**src/rtl/bid_tenure_sched.sv**
```systemverilog
// Registered bidding scheduler: four masters bid against credit balances for
// bus tenure; the winner holds the bus until done, request drop or tenure limit.
module bid_tenure_sched #(
  parameter int BID_W         = 8,
  parameter int BAL_W         = 12,
  parameter int INIT_BAL      = 900,
  parameter int MAX_BAL       = 1000,
  parameter int REFILL_PERIOD = 64,
  parameter int REFILL_AMT    = 100,
  parameter int MAX_TENURE    = 16
) (
  input  logic               clk,
  input  logic               rst,
  input  logic [3:0]         req,
  input  logic [4*BID_W-1:0] bid,
  input  logic [3:0]         done,
  output logic [3:0]         grant,
  output logic               grant_vld,
  output logic [1:0]         grant_id,
  output logic               busy,
  output logic [4*BAL_W-1:0] bal,
  output logic               refill_pulse
);

  localparam int CNT_W = (REFILL_PERIOD > 1) ? $clog2(REFILL_PERIOD) : 1;
  localparam int TEN_W = $clog2(MAX_TENURE + 1);
  localparam int CMP_W = (BID_W > BAL_W) ? BID_W : BAL_W;

  localparam logic [0:0]       ST_IDLE   = 1'b0;
  localparam logic [0:0]       ST_OWN    = 1'b1;
  localparam logic [CNT_W-1:0] CNT_LAST  = CNT_W'(REFILL_PERIOD - 1);
  localparam logic [CNT_W-1:0] CNT_ZERO  = CNT_W'(0);
  localparam logic [CNT_W-1:0] CNT_ONE   = CNT_W'(1);
  localparam logic [TEN_W-1:0] TEN_MAX   = TEN_W'(MAX_TENURE);
  localparam logic [TEN_W-1:0] TEN_ONE   = TEN_W'(1);
  localparam logic [TEN_W-1:0] TEN_ZERO  = TEN_W'(0);
  localparam logic [BAL_W-1:0] BAL_INIT  = BAL_W'(INIT_BAL);
  localparam logic [BAL_W-1:0] BAL_ZERO  = BAL_W'(0);
  localparam logic [BAL_W:0]   BAL_MAX_X = (BAL_W+1)'(MAX_BAL);
  localparam logic [BAL_W:0]   REFILL_X  = (BAL_W+1)'(REFILL_AMT);
  localparam logic [BAL_W:0]   ZERO_X    = (BAL_W+1)'(0);

  logic [0:0]       state_q, state_d;
  logic [3:0]       grant_q, grant_d;
  logic             grant_vld_q;
  logic [1:0]       gid_q, gid_d;
  logic [1:0]       last_q, last_d;
  logic [TEN_W-1:0] ten_q, ten_d;
  logic [CNT_W-1:0] cnt_q, cnt_d;
  logic             refill_pulse_q;
  logic [BAL_W-1:0] bal_q [4];
  logic [BAL_W-1:0] bal_d [4];

  logic [BAL_W-1:0] eff_s [4];
  logic [3:0]       elig_s;
  logic             win_found_s;
  logic [1:0]       win_id_s;
  logic [BAL_W-1:0] win_eff_s;
  logic             release_s;
  logic             refill_now_s;

  // Effective bid is the bid clipped to the remaining balance.
  always_comb begin
    for (int i = 0; i < 4; i++) begin
      if (CMP_W'(bid[i*BID_W +: BID_W]) < CMP_W'(bal_q[i])) begin
        eff_s[i] = BAL_W'(bid[i*BID_W +: BID_W]);
      end else begin
        eff_s[i] = bal_q[i];
      end
      elig_s[i] = req[i] && (eff_s[i] != BAL_ZERO);
    end
  end

  // Largest effective bid wins; strict compare keeps the earliest round-robin slot on ties.
  always_comb begin
    logic [1:0] idx;
    idx         = 2'd0;
    win_found_s = 1'b0;
    win_id_s    = 2'd0;
    win_eff_s   = BAL_ZERO;
    for (int k = 0; k < 4; k++) begin
      idx = last_q + 2'(k + 1);
      if (elig_s[idx] && (!win_found_s || (eff_s[idx] > win_eff_s))) begin
        win_found_s = 1'b1;
        win_id_s    = idx;
        win_eff_s   = eff_s[idx];
      end else begin
        win_found_s = win_found_s;
      end
    end
  end

  // Grant FSM next state.
  always_comb begin
    state_d   = state_q;
    grant_d   = grant_q;
    gid_d     = gid_q;
    last_d    = last_q;
    ten_d     = ten_q;
    release_s = done[gid_q] || !req[gid_q] || (ten_q == TEN_MAX);
    case (state_q)
      ST_IDLE: begin
        if (win_found_s) begin
          state_d = ST_OWN;
          grant_d = 4'b0001 << win_id_s;
          gid_d   = win_id_s;
          last_d  = win_id_s;
          ten_d   = TEN_ONE;
        end else begin
          state_d = ST_IDLE;
        end
      end
      ST_OWN: begin
        if (release_s) begin
          state_d = ST_IDLE;
          grant_d = 4'b0000;
        end else begin
          ten_d = ten_q + TEN_ONE;
        end
      end
      default: begin
        state_d = ST_IDLE;
        grant_d = 4'b0000;
      end
    endcase
  end

  // Refill counter free-runs independent of the FSM.
  always_comb begin
    refill_now_s = (cnt_q == CNT_LAST);
    if (refill_now_s) begin
      cnt_d = CNT_ZERO;
    end else begin
      cnt_d = cnt_q + CNT_ONE;
    end
  end

  // Charge the winner, then add refill and saturate in one extra bit of headroom.
  always_comb begin
    logic [BAL_W:0] sum;
    logic [BAL_W:0] charge;
    sum    = ZERO_X;
    charge = ZERO_X;
    for (int i = 0; i < 4; i++) begin
      if ((state_q == ST_IDLE) && win_found_s && (win_id_s == 2'(i))) begin
        charge = {1'b0, win_eff_s};
      end else begin
        charge = ZERO_X;
      end
      sum = {1'b0, bal_q[i]} - charge + (refill_now_s ? REFILL_X : ZERO_X);
      if (sum > BAL_MAX_X) begin
        bal_d[i] = BAL_MAX_X[BAL_W-1:0];
      end else begin
        bal_d[i] = sum[BAL_W-1:0];
      end
    end
  end

  // State and output registers.
  always_ff @(posedge clk or negedge rst) begin
    if (!rst) begin
      state_q        <= ST_IDLE;
      grant_q        <= 4'b0000;
      grant_vld_q    <= 1'b0;
      gid_q          <= 2'd0;
      last_q         <= 2'd3;
      ten_q          <= TEN_ZERO;
      cnt_q          <= CNT_ZERO;
      refill_pulse_q <= 1'b0;
      for (int i = 0; i < 4; i++) begin
        bal_q[i] <= BAL_INIT;
      end
    end else begin
      state_q        <= state_d;
      grant_q        <= grant_d;
      grant_vld_q    <= |grant_d;
      gid_q          <= gid_d;
      last_q         <= last_d;
      ten_q          <= ten_d;
      cnt_q          <= cnt_d;
      refill_pulse_q <= (cnt_d == CNT_LAST);
      for (int i = 0; i < 4; i++) begin
        bal_q[i] <= bal_d[i];
      end
    end
  end

  // Pack balances onto the output bus.
  always_comb begin
    bal = '0;
    for (int i = 0; i < 4; i++) begin
      bal[i*BAL_W +: BAL_W] = bal_q[i];
    end
  end

  assign grant        = grant_q;
  assign grant_vld    = grant_vld_q;
  assign grant_id     = gid_q;
  assign busy         = (state_q == ST_OWN);
  assign refill_pulse = refill_pulse_q;

endmodule

```
**config.mk**
```make
export PLATFORM = sky130hd
export DESIGN_NAME = bid_tenure_sched
export DESIGN_NICKNAME = d
export VERILOG_FILES = /design/src/rtl/bid_tenure_sched.sv
export SDC_FILE = /design/constraint.sdc
export NUM_CORES = 1
export LEC_CHECK = 0
export ABC_CLOCK_PERIOD_IN_PS = 35800
export CAP_MARGIN = 0
export CORE_AREA = 5 5 158 160
export CTS_CLUSTER_DIAMETER = 80
export DETAILED_ROUTE_END_ITERATION = 8
export DIE_AREA = 0 0 163 165
export PLACE_DENSITY = 0.64
export SYNTH_ARGS = -nofsm -noshare
export SYNTH_HDL_FRONTEND = slang
export SYNTH_SLANG_ARGS = --single-unit
```
**constraint.sdc**
```tcl
create_clock -name clk -period 35.8 [get_ports clk]
set_clock_uncertainty 0.15 [all_clocks]
set_input_delay 7.16 -clock clk [delete_from_list [all_inputs] [get_ports clk]]
set_output_delay 7.16 -clock clk [all_outputs]
set_load 0.05 [all_outputs]
```
==> qor.yml <==
route:
  wl_per_cell_um: 17.17
  drc: 0
  wl_mm: 25.64
  vias_per_cell: 5.369
  vias: 8016
  firstDrtPassIters: 5
  drtIter0Drc: 521
  ant_nets: 0
setup_path:
  cp_max_fo: 19
  endpoint: "bal[15]$_DFF_PN0_"
  crit_required_ns: 35.87
  worst_setup_path_start_kind: "primary input"
  crit_type: "primary input to register"
  crit_buf_inv: 3
  worstSetupEndpointType: "register"
  reg2reg_depth: 53
  worstSetupStartpoint: "bid[1]"
  crit_path_top_delay_cell: "or2_1"
  rrSetupSlack_ns: 21.58
  cp.arrival_ns: 21.03
  cp_num_cells: 53
  max_stage_delay_ns: 0.65
  r2r-end: "bal[15]$_DFF_PN0_"
  critical_path.top_delay_family: "compound AO/OA/AOI/OAI gates"
  timing.rr.start: "bal[2]$_DFF_PN1_"
global_route:
  antenna_found_initial: 0
  grt_remaining_overflow: 0
  grt.total_usage_pct: 19.34
  grt_max_degree: 71
  grt_pass1_wl_mm: 41.28
  grt_pass1_vias: 7862
timing:
  holdWs_ns: 0.3394
  timing.final.max_slew_violations: 0
  max_slew_margin_pct: 36.07
  tns_ns: 0
  finalHoldViolations: 0
  grt_setup_unrepaired: "false"
  min_period_ns: 20.96
  tightest_slew_ns: 0.9516
  setup_viol: 0
  layout_worst_path_cycle_share_pct: 58.55
  clock.fmax_mhz: 47.71
synth:
  synth-seq-area-share_pct: 19.29
  yosysWarnings: 0
  synth-edff-count: 0
  synth.area.top_cells: "ha_1 20%, dfrtp_1 14%, mux2i_1 7.1%"
  yosys_most_used_dff: "dfrtp_1"
  ys_ff_latch: 70
  yosys.area.top_type: "ha_1"
  synth.mux.area_fraction_pct: 13.85
  async_flop_share_pct: 100.0
  synth_cell_type_count: 80
  syn-cell-area_sq_um: 9196
  synth_top_family_by_area: "adder cells"
  post_synth.cell_area_avg_sq_um: 8.928
  netlist.area_leader.share_pct: 20.14
  synth_fa_ha_area_share_pct: 23.62
  synth-xor-area-share_pct: 2.762
  synthSimpleGateAreaFrac_pct: 17.96
  synth_compound_area_share_pct: 16.31
  synthCells: 1030
clocking:
  cts_made_buffers: 9
  cts_hold_buf: 0
  htreeDepth: 3
  cts_tree: "done"
  postCtsSetupBuffers: 0
  clk_path_buf_depth: 2
  insertion_delay_ns: 0.34
  cts_root_buf: "clkbuf_16"
  cts-resized-gates: 0
  clkSinkCount: 70
  clkTransAtPathRegs_ns: 0.06
placement:
  hpwl_mm: 20.96
  io_buffer_count: 98
  dp.cells: 1477
  routabilityCongestion: 0.9294
cells_and_area:
  nets: 1375
  fillers: 2303
  area_delta_synth_final_pct: 18.97
  drive_gt1_share_pct: 8.177
  final_common_cell: "ha_1"
  final_cell_mix: "148 x ha_1, 123 x inv_1, 97 x clkdlybuf4s50_1, 65 x mux2i_1, 61 x nand2_1"
  n_antenna_cell: 0
  fin_cells: 1493
power:
  p_sw_share_pct: 53.14
  leakage_uw: 0.005043
  intPower_uw: 494.5
  ir_drop_mv: 0.03840
  pwr-share-comb_pct: 80.2
  p_per_area_nw_per_um2: 96.44
  clockPowerShare_pct: 8.0
  p_sw_uw: 560.7
  seqPwrFrac_pct: 11.9
  total_power_uw: 1055
floorplanning:
  io_pins: 99
  row_count: 56
  die_x_um: 163
  die_h_um: 165
  initial_core_util_pct: 39.53
  dieArea_sq_um: 26900
  core_sq_um: 23260
status:
  outcome: "finished, final reports clean"
worst_hold_path:
  min_path_type: "register to register"
job:
  maxCapViolations: 0
[per-stage QoR]
step | utilization, % | worst slack, ns | cell area [sq um]
floorplan | - | 17.10 | 9369
global placement | 45.87 | 14.99 | 10670
detailed placement | 45.87 | 14.71 | 10670
CTS | 47.03 | 15.01 | 10940
global route | 47.03 | 13.79 | 10940
finish | 47.03 | 14.84 | 10940
[state kept, by name (all words and copies together) (netlist names)]
register and count:
grant 4, cnt_q 6, bal 48, busy 1, grant_id 2, refill_pulse 1, last_q 2, grant_vld 1
ten_q 5
[layout make-up]
class / instances / area [sq um] / share of cell area (%)
Multi-Input combinational cell: 863 / 7032 / 64.27
Sequential cell: 70 / 1774 / 16.22
Timing Repair Buffer: 101 / 1001 / 9.149
Inverter: 124 / 465.4 / 4.254
Tap cell: 319 / 399.1 / 3.648
Clock buffer: 12 / 246.5 / 2.253
Clock inverter: 4 / 22.52 / 0.2059
[power groups by stage]
stage | sequential, uW | combinational, uW | clock, uW
after floorplan | 174 | 589 | 0
after global placement | 127 | 833 | 0
after detailed placement | 127 | 837 | 0
after CTS | 125 | 844 | 86.3
after global routing | 128 | 946 | 90.6
final | 125 | 846 | 84.2
[cells by family after synthesis]
family | count (synthesis)
fa+ha+maj | 164
xor+xnor | 29
buf+inv | 143
compound gates | 215
other cells | 2
flops | 70
mux | 102
simple gates | 305
[how the worst min path moves through the flow]
| stage | depth (start not counted) | startpoint | end |
|---|---|---|---|
| finish | 1 | cnt_q[0]$_DFF_PN0_ | cnt_q[0]$_DFF_PN0_ |
| global route | 1 | cnt_q[0]$_DFF_PN0_ | cnt_q[0]$_DFF_PN0_ |
| floorplan | 1 | cnt_q[0]$_DFF_PN0_ | cnt_q[0]$_DFF_PN0_ |
| CTS | 1 | cnt_q[0]$_DFF_PN0_ | cnt_q[0]$_DFF_PN0_ |
| detailed placement | 1 | cnt_q[0]$_DFF_PN0_ | cnt_q[0]$_DFF_PN0_ |
| global placement | 1 | cnt_q[0]$_DFF_PN0_ | cnt_q[0]$_DFF_PN0_ |
[synth_stat cells, drive strengths merged (6+ instances only)]
master,instances
ha,148
inv,124
mux2i,65
nand2,62
nor2,54
a21oi,53
dfrtp,52
o21ai,52
nor3,30
a21o,22
xnor2,20
mux2,19
dfstp,18
mux4,18
nor4,18
nor2b,17
or3,17
and2,16
fa,16
nand2b,16
nand4,16
nand3,15
o21a,15
or4,11
and3,10
clkbuf,10
a211oi,9
buf,9
xor2,9
a21boi,7
nor4b,7
o211ai,7
a2111oi,6
o31ai,6
[metal layers]
metal	GRT usage, %	up-vias	wire length, um
met3	4.118	38	1382
li1	-	4012	-
met1	25.52	3782	11580
met5	0	-	0
met4	5.833	0	635
met2	31.94	184	12050
(Power assumes the default switching activity.)
